==> src/rtl/process_element_pkg.sv <==
// Shared widths, types and saturation helpers for process-element datapaths.
// Latency: none (package only).
// Backpressure: not applicable.
package process_element_pkg;

    localparam int IN_W    = 22;
    localparam int ACC_W   = 32;
    localparam int BIAS_W  = 16;
    localparam int SHIFT_W = 5;
    localparam int OUT_W   = 8;

    typedef logic signed [IN_W-1:0]   prod_t;
    typedef logic signed [ACC_W-1:0]  acc_t;
    typedef logic signed [ACC_W:0]    wide_t;   // one guard bit for overflow detection
    typedef logic signed [BIAS_W-1:0] bias_t;
    typedef logic signed [OUT_W-1:0]  res_t;

    localparam acc_t  ACC_MAX  = {1'b0, {(ACC_W-1){1'b1}}};
    localparam acc_t  ACC_MIN  = {1'b1, {(ACC_W-1){1'b0}}};
    localparam res_t  OUT_MAX  = {1'b0, {(OUT_W-1){1'b1}}};
    localparam res_t  OUT_MIN  = {1'b1, {(OUT_W-1){1'b0}}};
    localparam wide_t WOUT_MAX = wide_t'(OUT_MAX);
    localparam wide_t WOUT_MIN = wide_t'(OUT_MIN);

    // Result registered in S1, waiting for the requant stage.
    typedef struct packed {
        acc_t               sum;
        logic [SHIFT_W-1:0] shift;
        logic               relu;
        logic               sat;
    } s1_t;

    // A guard-bit value overflowed ACC_W when the top two bits disagree.
    function automatic logic acc_ovf(input wide_t v);
        return v[ACC_W] ^ v[ACC_W-1];
    endfunction

    function automatic acc_t acc_clamp(input wide_t v);
        if (acc_ovf(v)) begin
            return v[ACC_W] ? ACC_MIN : ACC_MAX;
        end
        return v[ACC_W-1:0];
    endfunction

endpackage

==> src/rtl/process_element_requant_sat.sv <==
// Round-half-up arithmetic right shift, optional ReLU, clip to OUT_W signed.
// Latency: combinational.
// Backpressure: none; pure function of its inputs.
// Ports: sum/shift/relu in; data (clipped result) and clip flag out.
module process_element_requant_sat
    import process_element_pkg::*;
(
    input  logic [ACC_W-1:0]   sum,
    input  logic [SHIFT_W-1:0] shift,
    input  logic               relu,
    output logic [OUT_W-1:0]   data,
    output logic               clip
);

    acc_t  sum_s;
    wide_t sum_w;
    wide_t rnd;
    wide_t rsum;
    wide_t r_shift;
    wide_t r_relu;
    logic  hi;
    logic  lo;

    assign sum_s = sum;
    assign sum_w = wide_t'(sum_s);
    // Half an LSB of the shifted result; a zero shift takes the sum unchanged.
    assign rnd   = (shift == '0) ? '0 : (wide_t'(1) << (shift - 5'd1));
    // The guard bit absorbs the rounding carry at the positive limit.
    assign rsum    = sum_w + rnd;
    assign r_shift = rsum >>> shift;
    assign r_relu  = (relu && r_shift[ACC_W]) ? '0 : r_shift;

    assign hi   = r_relu > WOUT_MAX;
    assign lo   = r_relu < WOUT_MIN;
    assign clip = hi | lo;
    assign data = hi ? OUT_MAX : (lo ? OUT_MIN : r_relu[OUT_W-1:0]);

endmodule

==> src/rtl/process_element_acc_requant.sv <==
// Accumulates signed products per vector, then adds bias, requantizes and saturates to int8.
// Latency: last beat accepted at cycle t -> out_valid at cycle t+2.
// Backpressure: holds two results (S1 + output reg); in_ready drops when both are full and out_ready=0.
// Ports: clk/reset (async active-low); in_* product stream with cfg_* sampled on the last beat;
//        out_valid/out_ready/out_data/out_sat result handshake.
module process_element_acc_requant
    import process_element_pkg::*;
(
    input  logic               clk,
    input  logic               reset,
    input  logic               in_valid,
    output logic               in_ready,
    input  logic [IN_W-1:0]    in_data,
    input  logic               in_last,
    input  logic [BIAS_W-1:0]  cfg_bias,
    input  logic [SHIFT_W-1:0] cfg_shift,
    input  logic               cfg_relu,
    output logic               out_valid,
    input  logic               out_ready,
    output logic [OUT_W-1:0]   out_data,
    output logic               out_sat
);

    acc_t  acc;
    logic  acc_sat;
    s1_t   s1;
    logic  s1_valid;
    s1_t   s1_nxt;

    prod_t prod;
    bias_t bias;
    wide_t acc_sum_w;
    acc_t  acc_sum;
    wide_t bias_sum_w;
    logic  in_fire;
    logic  s2_move;

    logic [OUT_W-1:0] rq_data;
    logic             rq_clip;

    assign in_ready = !s1_valid || !out_valid || out_ready;
    assign in_fire  = in_valid && in_ready;
    assign s2_move  = s1_valid && (!out_valid || out_ready);

    assign prod       = in_data;
    assign bias       = cfg_bias;
    assign acc_sum_w  = wide_t'(acc) + wide_t'(prod);
    assign acc_sum    = acc_clamp(acc_sum_w);
    assign bias_sum_w = wide_t'(acc_sum) + wide_t'(bias);

    always_comb begin
        s1_nxt       = '0;
        s1_nxt.sum   = acc_clamp(bias_sum_w);
        s1_nxt.shift = cfg_shift;
        s1_nxt.relu  = cfg_relu;
        s1_nxt.sat   = acc_sat | acc_ovf(acc_sum_w) | acc_ovf(bias_sum_w);
    end

    // Accumulator restarts from zero after every last beat.
    always_ff @(posedge clk or negedge reset) begin
        if (!reset) begin
            acc     <= '0;
            acc_sat <= 1'b0;
        end else if (in_fire) begin
            if (in_last) begin
                acc     <= '0;
                acc_sat <= 1'b0;
            end else begin
                acc     <= acc_sum;
                acc_sat <= acc_sat | acc_ovf(acc_sum_w);
            end
        end
    end

    // A load and a move can coincide; the load wins and keeps S1 full.
    always_ff @(posedge clk or negedge reset) begin
        if (!reset) begin
            s1_valid <= 1'b0;
            s1       <= '0;
        end else if (in_fire && in_last) begin
            s1_valid <= 1'b1;
            s1       <= s1_nxt;
        end else if (s2_move) begin
            s1_valid <= 1'b0;
        end
    end

    process_element_requant_sat u_requant (
        .sum   (s1.sum),
        .shift (s1.shift),
        .relu  (s1.relu),
        .data  (rq_data),
        .clip  (rq_clip)
    );

    always_ff @(posedge clk or negedge reset) begin
        if (!reset) begin
            out_valid <= 1'b0;
            out_data  <= '0;
            out_sat   <= 1'b0;
        end else if (s2_move) begin
            out_valid <= 1'b1;
            out_data  <= rq_data;
            out_sat   <= s1.sat | rq_clip;
        end else if (out_ready) begin
            out_valid <= 1'b0;
        end
    end

endmodule

==> config.mk <==
export PLATFORM = sky130hd
export DESIGN_NAME = process_element_acc_requant
export DESIGN_NICKNAME = d
export VERILOG_FILES = /design/src/rtl/process_element_pkg.sv /design/src/rtl/process_element_requant_sat.sv /design/src/rtl/process_element_acc_requant.sv
export SDC_FILE = /design/constraint.sdc
export NUM_CORES = 1
export LEC_CHECK = 0
export ABC_AREA = 1
export CAP_MARGIN = 20
export CORE_ASPECT_RATIO = 0.7
export CORE_MARGIN = 2
export CORE_UTILIZATION = 45
export DETAILED_ROUTE_END_ITERATION = 8
export GPL_ROUTABILITY_DRIVEN = 0
export GPL_TIMING_DRIVEN = 0
export RECOVER_POWER = 50
export SLEW_MARGIN = 15
export SYNTH_ARGS = -nofsm -noshare
export SYNTH_HDL_FRONTEND = slang
export SYNTH_SLANG_ARGS = --single-unit
==> constraint.sdc <==
create_clock -name clk -period 7.3 [get_ports clk]
set_input_delay 1.46 -clock clk [delete_from_list [all_inputs] [get_ports clk]]
set_output_delay 1.46 -clock clk [all_outputs]
set_load 0.005 [all_outputs]
==> results of run 1 <==
[area by class of cell]
type                       count  area (um^2)  share of cell area
multi-input combinational   1640         8990               0.653
sequential                    83         2080               0.151
inverter                     234          880              0.0639
timing repair buffer          76          712              0.0517
tap                          364          455              0.0331
buffer                        64          335              0.0244
clock buffer                   9          225              0.0164
clock inverter                 7         81.3             0.00591
antenna                        1         2.50            0.000182
[power groups by stage]
stage,clock [uW],combinational (uW),sequential (uW)
final,485,6610,800
after global routing,513,7260,817
after floorplan,0,4380,745
after detailed placement,0,5860,800
after global placement,0,5840,802
after CTS,491,6160,796
[Yosys cell counts, types with 9 or more instances]
cell / n
buf_1: 9
a21oi_1: 118
nor2_1: 157
nand3_2: 12
buf_2: 25
o21ai_0: 47
a22o_1: 24
a2bb2oi_1: 29
inv_1: 219
clkbuf_1: 27
nand4_1: 16
nor2_2: 15
inv_2: 12
nand2_2: 34
ha_1: 96
dfrtp_1: 83
xor2_1: 25
nor3_1: 16
nand3_1: 308
a31oi_1: 15
nand2_1: 624
xnor2_1: 37
[worst reg2reg max path: cells and delay by family, from the launching register on]
family	cells	cell delay, ps
adder cells (fa/ha/maj)	4	1120
AO/OA/AOI/OAI	10	1420
AND/OR/NAND/NOR	19	1910
XOR/XNOR	2	420
flip-flops	1	380
buffers and inverters	4	540
[sequential cells by signal (all words and copies together) (netlist names)]
name       flops
acc           32
acc_sat        1
out_data       8
out_sat        1
out_valid      1
s1            39
s1_valid       1
[cells by family (layout without fill, tap and decap cells)]
logic type      after synthesis  after routing  share of synthesized area
compound gates              274            274                      0.141
xor+xnor                     62             62                     0.0451
fa+ha+maj                    99             99                      0.105
buf+inv                     298            390                     0.0974
flops                        83             83                      0.173
other cells                   1              2                   0.000312
simple gates               1204           1204                      0.439
[metal layers]
metal  share of wire  routed length [um]  track usage  vias to the layer above
met4          0.0058                 263       0.0261                        0
li1                -                   -            -                     6865
met2            0.35               15700        0.390                      690
met3            0.13                5800        0.106                       30
met1            0.52               23400        0.535                     6400
met5               0                   0            0                        -
[repair_timing]
item | CTS | global route
pin swaps | 7 | 11
endpoints found under the setup margin | 33 | 33
buffers inserted | 6 | 7
gates resized for setup | 38 | 35
cloned | 2 | 1
[through the flow]
stage | worst slack, ps | power, uW | instances | TNS, ps | util
after detailed placement | -1300 | 6660 | 2445 | -40950 | 0.494
after CTS | 4.66 | 7450 | 2469 | 0 | 0.512
final | 244 | 7890 | 2478 | 0 | 0.519
after global placement | -1300 | 6640 | 2444 | -41080 | 0.493
after floorplan | 910 | 5120 | 2021 | 0 | -
after global routing | -83.8 | 8590 | 2477 | -2030 | 0.519
[final timing paths]
kind,from,end,slack [ps],cells after the start
min reg2reg,acc_sat,acc_sat,490,2
max,in_data[0],s1[14],240,40
max reg2reg,acc[0],s1[14],1400,39
min in group asynchronous,reset,acc[8],1600,1
min,acc_sat,acc_sat,490,2
max in group asynchronous,reset,out_data[7],2150,2
==> results.sh, run 1 <==
export IMPL_clk_pin_slew_worst_paths_ps=60
export IMPL_tightest_slew_ps=2930
export IMPL_antenna_left=0
export IMPL_drcViolationCount=0
export IMPL_switching_share=0.583
export IMPL_first_global_vias=12400
export IMPL_drv_slew=86
export IMPL_gr_total_overflow=0
export IMPL_rows=50
export IMPL_yosys_area_top_type="nand2_1"
export IMPL_finClkSkew_ps=10.6
export IMPL_via_per_inst=5.64
export IMPL_grt_first_pass_wirelength_um=69600
export IMPL_core_um2=26500
export IMPL_synth_edf_count=0
export IMPL_yosysTopAreaCellShare=0.195
export IMPL_num_vias=13985
export IMPL_cp_slowest_cell="clkdlybuf4s50_1"
export IMPL_cellLeakagePower_uw=0.00712
export IMPL_holdWs_ps=488
export IMPL_drt_total_wl_um=45200
export IMPL_cts_num_sinks=83
export IMPL_relSlewSlack=-0.955
export IMPL_synth_seq_cells=83
export IMPL_seq_power_share=0.101
export IMPL_grt_total_usage=0.320
export IMPL_drtIter0Drc=1563
export IMPL_clock_latency_ps=360
export IMPL_clockBufferDepth=2
export IMPL_intPower_uw=3290
export IMPL_syn_area_um2=12000
export IMPL_clock_power_share=0.061
export IMPL_setup_viol=0
export IMPL_path_delay_family="simple AND/OR/NAND/NOR gates"
export IMPL_cpMostUsedCell="nand2_2"
export IMPL_critPathArrivalTime_ps=7290
export IMPL_vdd_drop_max_mv=0.259
export IMPL_crit_path_end_kind="register"
export IMPL_numCtsBuffers=9
export IMPL_hpwl_um=37300
export IMPL_die_w_um=199
export IMPL_final_area_um2=13800
export IMPL_violations="capacitance limit, slew limit"
export IMPL_powerDensity_nw_per_um2=573
export IMPL_layout_drive_gt1_share=0.0890
export IMPL_synth_cell_type_count=50
export IMPL_min_period_over_period=0.967
export IMPL_grt_max_degree=53
export IMPL_async_flop_share=1.00
export IMPL_final_common_cell="nand2_1"
export IMPL_cap_violations=2
export IMPL_fmax_mhz=142
export IMPL_p_switching_uw=4600
export IMPL_p_comb_frac=0.837
export IMPL_placed_area_um2=13100
export IMPL_ys_seq_area_frac=0.173
export IMPL_critPathBufInv=5
export IMPL_ys_flop_type="dfrtp_1"
export IMPL_yosysWarnings=0
export IMPL_synthTopCellsByArea="nand2_1 (19%), dfrtp_1 (17%), nand3_1 (13%)"
export IMPL_netlist_instances=2021
export IMPL_finalCriticalPeriod_ps=7060
export IMPL_status="finished, violations left"
export IMPL_finalNetCount=2256
export IMPL_port_buffer_count=59
export IMPL_io_pins=60
export IMPL_drtPass1Iterations=6
export IMPL_startpoint_type="primary input"
export IMPL_areaGrowthSynthToFinish_pct=14.4
export IMPL_worstPathMaxFanout=10
export IMPL_fillers=2834
export IMPL_die_area_um2=28100
export IMPL_required_ps=7530
export IMPL_max_stage_delay_ps=410
export IMPL_hold_path_class="register to register"
export IMPL_crit_type="primary input to register"
export IMPL_cts_hold_buf=0
export IMPL_start_util=0.454
export IMPL_antenna_found_initial=0
export IMPL_root_buffer="clkbuf_16"
export IMPL_syn_num_nets=2169
export IMPL_avgSynthCellArea_um2=5.95
export IMPL_fp_dieH_um=141
export IMPL_final_cell_mix="nand2_1 (613), nand3_1 (306), inv_1 (219), nor2_1 (155), a21oi_1 (113)"
export IMPL_avgRoutedWirePerCell_um=18.2
export IMPL_htree_levels=3
export IMPL_hold_viol_final=0
export IMPL_cts_tree="yes"
No activity file was read; power rests on OpenSTA's default activity.
==> run 2, diff against run 1 <==
Clock period 7.3 ns to 8 ns, I/O delays scaled along.
==> run 2 against run 1 <==
Effect of this change:
- the flow still finishes with violations (capacitance limit, slew limit)
- clock skew about the same
- global-route usage decreased by 0.22 points
- register-to-register slack improved by 340 ps
- via count decreased by 1.5%
- setup slack improved by 200 ps
- utilization decreased by 0.83 points
- clock power decreased by 9.1%
- wire length decreased by 1.3%
- combinational power decreased by 14%
- sequential power decreased by 8.8%
- largest cell class unchanged
==> results.sh, run 2 (same netlist as run 1, synthesis figures left out) <==
export IMPL_status="finished, violations left"
export IMPL_violations="capacitance limit, slew limit"
export IMPL_cp_slowest_cell="fa_1"
export IMPL_port_buffer_count=59
export IMPL_first_global_vias=12326
export IMPL_final_util=0.511
export IMPL_layout_drive_gt1_share=0.0733
export IMPL_relSlewSlack=-0.955
export IMPL_hold_path_class="register to register"
export IMPL_worstPathMaxFanout=6
export IMPL_drt_total_wl_um=44600
export IMPL_required_ps=8240
export IMPL_rows=50
export IMPL_grt_total_usage=0.318
export IMPL_setup_ws_ps=448
export IMPL_cap_violations=2
export IMPL_clock_latency_ps=360
export IMPL_root_buffer="clkbuf_16"
export IMPL_hold_viol_final=0
export IMPL_core_um2=26500
export IMPL_tightest_slew_ps=2930
export IMPL_powerDensity_nw_per_um2=507
export IMPL_cpMostUsedCell="nand2_1"
export IMPL_critPathBufInv=4
export IMPL_reg_top3="s1 x39, acc x32, out_data x8"
export IMPL_fillers=2869
export IMPL_placed_area_um2=13100
export IMPL_clk_pin_slew_worst_paths_ps=60
export IMPL_worst_r2r_setup_slack_ps=1740
export IMPL_cellLeakagePower_uw=0.00704
export IMPL_avgRoutedWirePerCell_um=18.1
export IMPL_finClkSkew_ps=10.9
export IMPL_vdd_drop_max_mv=0.243
export IMPL_finalNetCount=2244
export IMPL_drtPass1Iterations=5
export IMPL_fp_dieH_um=141
export IMPL_numCtsBuffers=9
export IMPL_startpoint_type="primary input"
export IMPL_largest_reg_flops=39
export IMPL_dp_slack_ps=-739
export IMPL_final_seq_area_um2=2080
export IMPL_final_area_um2=13500
export IMPL_areaGrowthSynthToFinish_pct=12.6
export IMPL_num_vias=13770
export IMPL_via_per_inst=5.58
export IMPL_io_pins=60
export IMPL_start_util=0.454
export IMPL_critPathArrivalTime_ps=7790
export IMPL_setup_viol=0
export IMPL_cts_tree="yes"
export IMPL_top_register="s1"
export IMPL_min_period_over_period=0.944
export IMPL_path_delay_family="simple AND/OR/NAND/NOR gates"
export IMPL_grt_max_degree=53
export IMPL_final_common_cell="nand2_1"
export IMPL_grt_first_pass_wirelength_um=69200
export IMPL_placedCellCount=2445
export IMPL_cts_num_sinks=83
export IMPL_antenna_left=0
export IMPL_finalCriticalPeriod_ps=7550
export IMPL_die_area_um2=28100
export IMPL_clockBufferDepth=2
export IMPL_die_w_um=199
export IMPL_antenna_found_initial=0
export IMPL_drcViolationCount=0
export IMPL_drtIter0Drc=1700
export IMPL_hpwl_um=37300
export IMPL_final_cell_mix="nand2_1 (619), nand3_1 (308), inv_1 (219), nor2_1 (156), a21oi_1 (116)"
export IMPL_fmax_mhz=132
export IMPL_multiInputGateArea_um2=8880
export IMPL_htree_levels=3
export IMPL_crit_path_end_kind="register"
export IMPL_crit_type="primary input to register"
export IMPL_max_stage_delay_ps=410
export IMPL_final_cell_count_no_fill=2466
export IMPL_gr_total_overflow=0
export IMPL_drv_slew=86
==> run 2: cell count changes in the layout (fill, tap and decap cells not counted), moves of 3 or more <==
| cell | delta |
|---|---|
| buf_4 | -12 |
| o21ai_2 | -3 |
| a21oi_2 | -4 |
| buf_2 | +3 |
| nand2_1 | +6 |
| a21oi_1 | +3 |
| nand2_2 | -4 |
| buf_6 | -3 |
==> run 2: report_power, final <==
group | switching, uW | leakage [uW] | total, uW | internal [uW]
clock network | 194 | 0.000147 | 441 | 247
logic | 3720 | 0.00591 | 5690 | 1970
registers | 134 | 0.000980 | 730 | 596
total | 4050 | 0.00704 | 6860 | 2810
==> run 2: area by class of cell <==
| cell class | count | share of cell area |
|---|---|---|
| multi-input cells | 1640 | 0.656 |
| clock inverters | 7 | 0.00601 |
| plain buffers | 64 | 0.0234 |
| repair buffers | 64 | 0.0459 |
| clock buffers | 9 | 0.0166 |
| diodes | 1 | 0.000185 |
| well taps | 364 | 0.0336 |
| flip-flops and latches | 83 | 0.153 |
| inverters | 234 | 0.0649 |
==> run 2: metrics by stage <==
step	hold slack, ps	total power (uW)	setup TNS, ps
floorplan	447	4670	0
global placement	461	6060	-22600
detailed placement	471	6080	-22470
CTS	485	6610	0
global route	503	7510	-2.03
finish	487	6860	0
==> run 2: worst paths after layout <==
| kind | from | to | depth (start not counted) |
|---|---|---|---|
| min | acc_sat | acc_sat | 2 |
| min reg2reg | acc_sat | acc_sat | 2 |
| min in group asynchronous | reset | acc[8] | 1 |
| max reg2reg | acc[0] | s1[36] | 38 |
| max in group asynchronous | reset | out_data[7] | 2 |
| max | in_data[0] | s1[36] | 39 |
==> run 2: metal layers <==
layer	track usage	up-vias	routed length, um
met5	0	-	0
met4	0.0277	0	276
met3	0.105	26	5550
met2	0.386	627	15300
met1	0.531	6279	23500
li1	-	6838	-
==> run 2: timing repair <==
action	in CTS	in global routing
endpoints found under the hold margin	0	0
pin swaps	0	4
gates resized for setup	9	30
buffers inserted	0	2
setup endpoints to repair	32	33
hold buffers	0	0
cloned	0	2
==> run 2: worst reg2reg max path: cells and delay by family (launching register included) <==
family,cells,cell delay (ps)
xor gates and xnor gates,2,470
AOI/OAI and AO/OA,10,1440
buffers and inverters,3,390
DFF,1,380
and+or+nand+nor,19,2240
adders and majority gates,4,1230
==> run 3, diff against run 2 <==
Settings changed: HOLD_SLACK_MARGIN set to 0.15.
==> results of run 3 <==
Same layout as run 2: the final DEF is identical, and so are final timing and power.
